**config.mk**
```make
export PLATFORM = sky130hd
export DESIGN_NAME = prng_sampler
export DESIGN_NICKNAME = d
export VERILOG_FILES = /design/src/rtl/prng_sampler.sv
export SDC_FILE = /design/constraint.sdc
export NUM_CORES = 1
export LEC_CHECK = 0
export ABC_AREA = 1
export CAP_MARGIN = 20
export CORE_ASPECT_RATIO = 1.25
export CORE_MARGIN = 2
export CORE_UTILIZATION = 45
export DETAILED_ROUTE_END_ITERATION = 10
export PLACE_DENSITY = 0.65
export SLEW_MARGIN = 20
export SYNTH_ARGS = -nofsm -noshare
export SYNTH_HDL_FRONTEND = slang
export SYNTH_SLANG_ARGS = --single-unit
```
**constraint.sdc**
```tcl
create_clock -name clk -period 2.78 [get_ports clk]
set_clock_uncertainty 0.1 [all_clocks]
set_input_delay 0.556 -clock clk [delete_from_list [all_inputs] [get_ports clk]]
set_output_delay 0.556 -clock clk [all_outputs]
set_load 0.03 [all_outputs]
```
**src/rtl/prng_sampler.sv**
```systemverilog
// prng_sampler: packs data_in[TAP] samples into OUT_W-bit words in a DEPTH-word FIFO; a word is visible the cycle after its last bit, and a full FIFO with no pop drops the word.
// Define PRNG_SAMPLER_VON_NEUMANN_EN to debias raw samples in pairs before they reach the assembler.
module prng_sampler #(
   parameter int N     = 32,
   parameter int TAP   = 16,
   parameter int OUT_W = 16,
   parameter int DEPTH = 4
) (
   input  logic                     clk,
   input  logic                     reset_n,
   input  logic                     enable,
   input  logic [N-1:0]             data_in,
   input  logic                     out_ready,
   output logic [OUT_W-1:0]         out_data,
   output logic                     out_valid,
   output logic [$clog2(DEPTH):0]   fifo_count,
   output logic [7:0]               drop_count
);
   localparam int AW = $clog2(DEPTH);
   localparam int CW = (OUT_W > 1) ? $clog2(OUT_W) : 1;
   localparam logic [CW-1:0] LAST_BIT = CW'(OUT_W - 1);
   localparam logic [AW:0]   FULL_CNT = (AW+1)'(DEPTH);

   logic [OUT_W-1:0] asm_q, asm_d;
   logic [CW-1:0]    bit_cnt_q, bit_cnt_d;
   logic [OUT_W-1:0] mem_q [DEPTH];
   logic [OUT_W-1:0] mem_d [DEPTH];
   logic [AW-1:0]    wr_ptr_q, wr_ptr_d;
   logic [AW-1:0]    rd_ptr_q, rd_ptr_d;
   logic [AW:0]      count_q, count_d;
   logic [7:0]       drop_q, drop_d;
   logic             out_valid_q, out_valid_d;
   logic [OUT_W-1:0] out_data_q, out_data_d;

   logic             sample;
   logic             bit_vld;
   logic             bit_val;
   logic             push;
   logic             pop;
   logic             full;
   logic             do_push;
   logic [OUT_W-1:0] word;
   logic             unused_bits;

   assign sample      = data_in[TAP];
   assign unused_bits = ^{data_in, asm_q[OUT_W-1]};

`ifdef PRNG_SAMPLER_VON_NEUMANN_EN
   logic pair_vld_q, pair_vld_d;
   logic pair_bit_q, pair_bit_d;

   // A differing pair yields its first sample; equal pairs are discarded.
   always_comb begin
      pair_vld_d = pair_vld_q;
      pair_bit_d = pair_bit_q;
      bit_vld    = 1'b0;
      bit_val    = pair_bit_q;
      if (enable) begin
         if (!pair_vld_q) begin
            pair_vld_d = 1'b1;
            pair_bit_d = sample;
         end else begin
            pair_vld_d = 1'b0;
            pair_bit_d = 1'b0;
            bit_vld    = (pair_bit_q != sample);
         end
      end
   end

   always_ff @(posedge clk or negedge reset_n) begin
      if (!reset_n) begin
         pair_vld_q <= 1'b0;
         pair_bit_q <= 1'b0;
      end else begin
         pair_vld_q <= pair_vld_d;
         pair_bit_q <= pair_bit_d;
      end
   end
`else
   always_comb begin
      bit_vld = enable;
      bit_val = sample;
   end
`endif

   always_comb begin
      word      = {asm_q[OUT_W-2:0], bit_val};
      asm_d     = asm_q;
      bit_cnt_d = bit_cnt_q;
      push      = 1'b0;
      if (bit_vld) begin
         asm_d = word;
         if (bit_cnt_q == LAST_BIT) begin
            push      = 1'b1;
            bit_cnt_d = '0;
         end else begin
            bit_cnt_d = bit_cnt_q + 1'b1;
         end
      end
   end

   // A same-edge pop frees the slot, so a full FIFO still accepts the push.
   always_comb begin
      full     = (count_q == FULL_CNT);
      pop      = out_valid_q & out_ready;
      do_push  = push & (~full | pop);
      mem_d    = mem_q;
      wr_ptr_d = wr_ptr_q;
      rd_ptr_d = rd_ptr_q;
      count_d  = count_q;
      drop_d   = drop_q;
      if (do_push) begin
         mem_d[wr_ptr_q] = word;
         wr_ptr_d        = wr_ptr_q + 1'b1;
      end
      if (pop) begin
         rd_ptr_d = rd_ptr_q + 1'b1;
      end
      if (do_push && !pop) begin
         count_d = count_q + 1'b1;
      end else if (pop && !do_push) begin
         count_d = count_q - 1'b1;
      end
      if (push && !do_push && (drop_q != 8'hFF)) begin
         drop_d = drop_q + 1'b1;
      end
      out_valid_d = (count_d != '0);
      out_data_d  = out_valid_d ? mem_d[rd_ptr_d] : '0;
   end

   always_ff @(posedge clk or negedge reset_n) begin
      if (!reset_n) begin
         asm_q       <= '0;
         bit_cnt_q   <= '0;
         wr_ptr_q    <= '0;
         rd_ptr_q    <= '0;
         count_q     <= '0;
         drop_q      <= '0;
         out_valid_q <= 1'b0;
         out_data_q  <= '0;
         for (int i = 0; i < DEPTH; i++) begin
            mem_q[i] <= '0;
         end
      end else begin
         asm_q       <= asm_d;
         bit_cnt_q   <= bit_cnt_d;
         wr_ptr_q    <= wr_ptr_d;
         rd_ptr_q    <= rd_ptr_d;
         count_q     <= count_d;
         drop_q      <= drop_d;
         out_valid_q <= out_valid_d;
         out_data_q  <= out_data_d;
         mem_q       <= mem_d;
      end
   end

   assign out_data   = out_data_q;
   assign out_valid  = out_valid_q;
   assign fifo_count = count_q;
   assign drop_count = drop_q;

endmodule

```
==> out/qor.yml, run 1 <==
final_cells: 1143
end_kind: "output pin"
path_clk_slew_ns: 0.05
required_ns: 2.12
hpwl_mm: 9.37
rsz0062_at_grt: "no"
ys_ff_latch: 115
grt_overflow_total: 0
antenna_found_initial: 0
yosysSeqAreaShare: 0.444
io_pins: 64
place_congestion: 0.763
peakVddDrop_mv: 0.745
coreArea_mm2: 0.0142
crit_type: "reg -> out"
power_density_mw_per_mm2: 1190
tns_ns: 0
postCtsResizedCells: 0
fin_crit_ns: 2.24
dr.first_iter.drc_count: 333
synth_fp_nets: 971
cts_tree: "done"
path_buf_inv: 1
maxSlewViolCount: 0
die_area_mm2: 0.0154
num_rows: 49
rr_endpoint: "out_data[11]"
postSynthCellCount: 926
relSlewSlack: 0.696
routedWlPerCell_um: 13.5
critPathMaxFanout: 6
dr.max_layer_used: "met4"
worstPathCellList: "clkdlybuf4s50_1"
io_buffers: 32
hold_buffers: 1
die_h_um: 138
vias_per_cell: 4.95
fin_ws_ns: 0.541
initial_core_util: 0.456
fmax_mhz: 447
outcome: "complete, no violations"
synthFlopType: "dfrtp_1"
drive_gt1_frac: 0.0663
cts-htree-levels: 4
critPathMaxStageDelay_ns: 0.71
fin_util: 0.537
slowest_stage: "clkdlybuf4s50_1"
cts_setup_buffers: 0
dieWidth_um: 111
clk_latency_ns: 0.42
nets: 998
worst_slew_pin_slew_ns: 0.457
min_path_type: "reg -> reg"
wl_met3_um: 702
setup_viol: 0
worst-path-stages: 1
hold_path.startpoint: "asm_q[10]"
grt_pass1_vias: 5408
dp_cells: 1111
vias: 5653
maxCapViolations: 0
holdPathStages: 2
worstHoldEndpoint: "asm_q[11]"
grt_max_degree: 65
cp_data_arrival_time_ns: 1.58
cts.path.max_buffers: 2
synth_edf_count: 0
track_usage: 0.215
num_antenna_cells: 0
clockRootBuffer: "clkbuf_16"
drt.antenna.violating_nets: 0
fin_crit_sh: 0.805
finalHoldViolations: 0
grt_pass1_wl_mm: 26.4
wl_mm: 15.4
syn_area_per_cell_um2: 7.01
worst_setup_path_start_kind: "flop"
synth-async-reset-ratio: 1.00
syn_area_mm2: 0.00649
leakage_nw: 4.23
reg2reg_slack_ns: 0.73
rr_startpoint: "fifo_count[0]"
cts_buffers: 17
synth_warnings: 0
cts_sinks: 115
drc: 0
syn2layout_area_growth_pct: 17.8
fillCellCount: 1409
ys_types: 29
r2r_cells: 10
critPathTopFamily: "buffers and inverters"
wl_met1_mm: 6.76
wl_met2_mm: 7.60
place_ws_ns: 0.293
dr.pass1.iters: 5
## registers in the layout, summed over array words and instances, names as in the netlist
signal	count
asm_q	15
bit_cnt_q	4
drop_count	8
fifo_count	3
mem_q	64
out_data	16
out_valid	1
rd_ptr_q	2
wr_ptr_q	2
## cell usage in the layout, fill, tap and decap left out, drive strengths merged, types with 2 or more instances in the layout
master,instances
clkbuf,27
nor3,2
nand3,161
buf,22
clkinv,2
nand2,330
nand4,4
dfrtp,115
xor2,7
bufinv,2
xnor2,4
clkdlybuf4s50,31
ha,9
o21ai,49
nor2,28
inv,167
## area by class of cell
cell class / count / area, um2 / area share
sequential: 115 / 2880 / 0.377
multi-input combinational: 598 / 2750 / 0.359
inverter: 167 / 627 / 0.0820
timing repair buffer: 54 / 586 / 0.0766
clock buffer: 27 / 513 / 0.0671
tap: 178 / 223 / 0.0291
clock inverter: 4 / 70.1 / 0.00917
## report_power, final
part | internal (mW) | switching [mW]
clock network | 1.43 | 0.736
logic | 1.56 | 2.77
registers | 2.30 | 0.257
total | 5.30 | 3.77
## layer usage
| layer | global-route usage | up-vias |
|---|---|---|
| met2 | 0.366 | 128 |
| li1 | - | 2885 |
| met1 | 0.265 | 2615 |
| met3 | 0.0443 | 25 |
| met4 | 0.0903 | 0 |
| met5 | 0 | - |
## cells by family (layout without fill, tap and decap cells)
kind of cell	after synthesis	after routing	share of synthesized area
simple gates	527	527	0.347
buf+inv	213	252	0.134
flops	115	115	0.444
compound gates	50	50	0.0391
xor+xnor	11	11	0.0177
fa+ha+maj	9	9	0.0174
mux	1	1	0.00154
## through the flow
stage                     cell area [um2]  hold WS, ns  total power [mW]
after floorplan                      6490        0.160              5.61
after global placement               7050        0.359              6.89
after detailed placement             7050        0.372              6.94
after CTS                            7640        0.385              9.15
after global routing                 7640        0.420              9.85
final                                7640        0.377              9.06
## synth_stat cells, types with 2 or more instances
master	count	area, um2
buf_4	2	15.0
o21ai_0	48	240
xnor2_1	4	35.0
nand2_1	325	1220
nor3_1	2	10.0
buf_1	3	11.3
inv_1	163	612
nor2_1	25	93.8
buf_2	21	105
xor2_1	6	52.6
clkbuf_1	15	56.3
nand2_2	4	25.0
ha_1	9	113
inv_2	4	15.0
buf_6	5	56.3
nand4_1	4	25.0
dfrtp_1	115	2880
nand3_1	160	801
## how the worst max path moves through the flow
| stage | to | startpoint | slack [ns] |
|---|---|---|---|
| 2_1_floorplan | out_data[5] | fifo_count[0] | 0.83 |
| 3_3_place_gp | out_data[10] | enable | 0.31 |
| 3_5_place_dp | out_data[10] | enable | 0.29 |
| 4_1_cts | fifo_count[2] | fifo_count[2] | 0.52 |
| 5_1_grt | fifo_count[2] | fifo_count[2] | 0.47 |
| 6_report | fifo_count[2] | fifo_count[2] | 0.54 |
Power figures use the tool's default switching activity.
==> inputs of run 2 (changes only) <==
--- a/config.mk
+++ b/config.mk
@@ -11,7 +11,7 @@
 export CORE_MARGIN = 2
 export CORE_UTILIZATION = 45
 export DETAILED_ROUTE_END_ITERATION = 10
-export PLACE_DENSITY = 0.65
+export PLACE_DENSITY = 0.68
 export SLEW_MARGIN = 20
 export SYNTH_ARGS = -nofsm -noshare
 export SYNTH_HDL_FRONTEND = slang
==> constraint.sdc (replaced) <==
create_clock -name clk -period 2 [get_ports clk]
set_clock_uncertainty 0.1 [all_clocks]
set_input_delay 0.4 -clock clk [delete_from_list [all_inputs] [get_ports clk]]
set_output_delay 0.4 -clock clk [all_outputs]
set_load 0.03 [all_outputs]
==> run 2 against run 1 <==
Effect of this change:
- count of clock-buffer cells in the layout shrank 8
- die area unchanged
- critical endpoint is now fifo_count[1]
- non-clock buffer count up 73
- register-to-register slack got worse by 0.59 ns
- highest routed layer unchanged
- critical path type unchanged
- sequential power is 39% higher
- final area increased by 8.6%
- wire length grew 4.6%
- hold slack got worse by 0.042 ns
- first-iteration DRC count increased by 31%
==> out/qor.yml, run 2 (synthesis gave the netlist of run 1 again) <==
outcome: "complete, no violations"
io_pins: 64  # unchanged
dr.pass1.iters: 5  # unchanged
wl_mm: 16.2  # +4.6%
num_rows: 49  # unchanged
maxCapViolations: 0  # unchanged
coreArea_mm2: 0.0142  # unchanged
grt_pass1_vias: 5700  # +5.4%
initial_core_util: 0.456  # unchanged
top_register: "mem_q"
cts.path.max_buffers: 2  # unchanged
final_common_cell: "nand2_1"
critPathTopFamily: "buffers and inverters"
fillCellCount: 1291  # -8.4%
antenna_found_initial: 0  # unchanged
leakage_nw: 4.65  # +9.9%
dp_cells: 1184  # +6.6%
maxSlewViolCount: 0  # unchanged
path_clk_slew_ns: 0.05  # about the same
finalHoldViolations: 0  # unchanged
dr.first_iter.drc_count: 436  # +31%
end_kind: "output pin"
fin_ws_ns: 0.0490  # -0.492 ns
path_buf_inv: 1  # unchanged
clockRootBuffer: "clkbuf_16"
mostFrequentLayoutCells: "324 x nand2_1, 162 x inv_1, 159 x nand3_1"
cts_sinks: 115  # unchanged
final_cells: 1216  # +6.4%
dieWidth_um: 111  # unchanged
die_area_mm2: 0.0154  # unchanged
grt_overflow_total: 0  # unchanged
routedWlPerCell_um: 13.3  # -1.7%
io_buffers: 32  # unchanged
syn2layout_area_growth_pct: 27.9
worst_slew_pin_slew_ns: 0.358  # -0.0981 ns
fin_util: 0.584  # +0.0464
min_path_type: "in -> async"
slowest_stage: "clkdlybuf4s50_1"
fmax_mhz: 513
num_antenna_cells: 0  # unchanged
whs_ns: 0.335  # -0.0423 ns
critPathMaxFanout: 3  # -3
setup_viol: 0  # unchanged
peakVddDrop_mv: 0.936  # +26%
worst_setup_path_start_kind: "flop"
vias_per_cell: 4.95  # +0.12%
fin_crit_ns: 1.95
drc: 0  # unchanged
nets: 1071  # +7.3%
grt_pass1_wl_mm: 26.9  # +1.7%
cts-htree-levels: 4  # unchanged
die_h_um: 138  # unchanged
hpwl_mm: 10.4  # +11%
relSlewSlack: 0.761  # +0.0654
worstPathCellList: "clkdlybuf4s50_1"
cp_data_arrival_time_ns: 1.45  # -0.13 ns
place_ws_ns: -0.227  # -0.520 ns
power_density_mw_per_mm2: 1630  # +37%
cts_buffers: 17  # unchanged
clk_latency_ns: 0.42  # about the same
drive_gt1_frac: 0.140  # +0.0734
grt_max_degree: 61  # -6.2%
vias: 6021  # +6.5%
p_total_mw: 13.5  # +49%
fin_crit_sh: 0.975
track_usage: 0.216  # +0.00173
crit_type: "reg -> out"
cts_tree: "done"
required_ns: 1.50  # -0.62 ns
critPathMaxStageDelay_ns: 0.67  # -0.04 ns
place_congestion: 0.792  # +3.9%
rsz0062_at_grt: "no"
drt.antenna.violating_nets: 0  # unchanged
largest_reg_flops: 64  # unchanged
[run 2: final cells by class]
class	count	area, um2	area share
Sequential cell	115	2880	0.347
Multi-Input combinational cell	598	2770	0.333
Timing Repair Buffer	127	1200	0.145
Inverter	167	627	0.0755
Clock buffer	19	443	0.0534
Tap cell	178	223	0.0268
Clock inverter	12	163	0.0196
[run 2: power breakdown]
part | internal [mW] | switching, mW | leakage (nW)
Combinational | 2.74 | 4.08 | 3.12
Clock | 2.09 | 1.05 | 0.302
Sequential | 3.20 | 0.366 | 1.23
Total | 8.03 | 5.49 | 4.65
[run 2: per-stage QoR]
stage | cell area, um2 | setup TNS, ns
3_3_place_gp | 7660 | -4.07
4_1_cts | 8260 | 0
2_1_floorplan | 6490 | 0
6_report | 8300 | 0
5_1_grt | 8300 | 0
3_5_place_dp | 7660 | -4.75
[run 2: worst paths after layout]
path                          startpoint             to  slack [ns]  cells past startpoint
min in group clk               asm_q[11]      asm_q[12]        0.38                      2
setup / recovery           fifo_count[1]  fifo_count[1]        0.05                      1
max in group asynchronous        reset_n       asm_q[7]        0.81                      3
hold / removal                   reset_n   bit_cnt_q[0]        0.33                      2
setup reg to reg            bit_cnt_q[0]    out_data[4]        0.14                     11
hold reg to reg                asm_q[11]      asm_q[12]        0.38                      2
[run 2: timing repair]
action | CTS | global route
hold buffers | 1 | 0
hold endpoints to repair | 19 | 0
buffers inserted | 0 | 0
resized for setup | 8 | 11
setup endpoints to repair | 8 | 18
gates cloned | 0 | 0
[run 2: layer usage]
layer | up-vias | global-route usage | wire [um] | part of all wire
li1 | 3028 | - | - | -
met2 | 162 | 0.366 | 7940 | 0.49
met5 | - | 0 | 0 | 0
met1 | 2804 | 0.271 | 7070 | 0.44
met3 | 27 | 0.0544 | 835 | 0.052
met4 | 0 | 0.0747 | 314 | 0.019
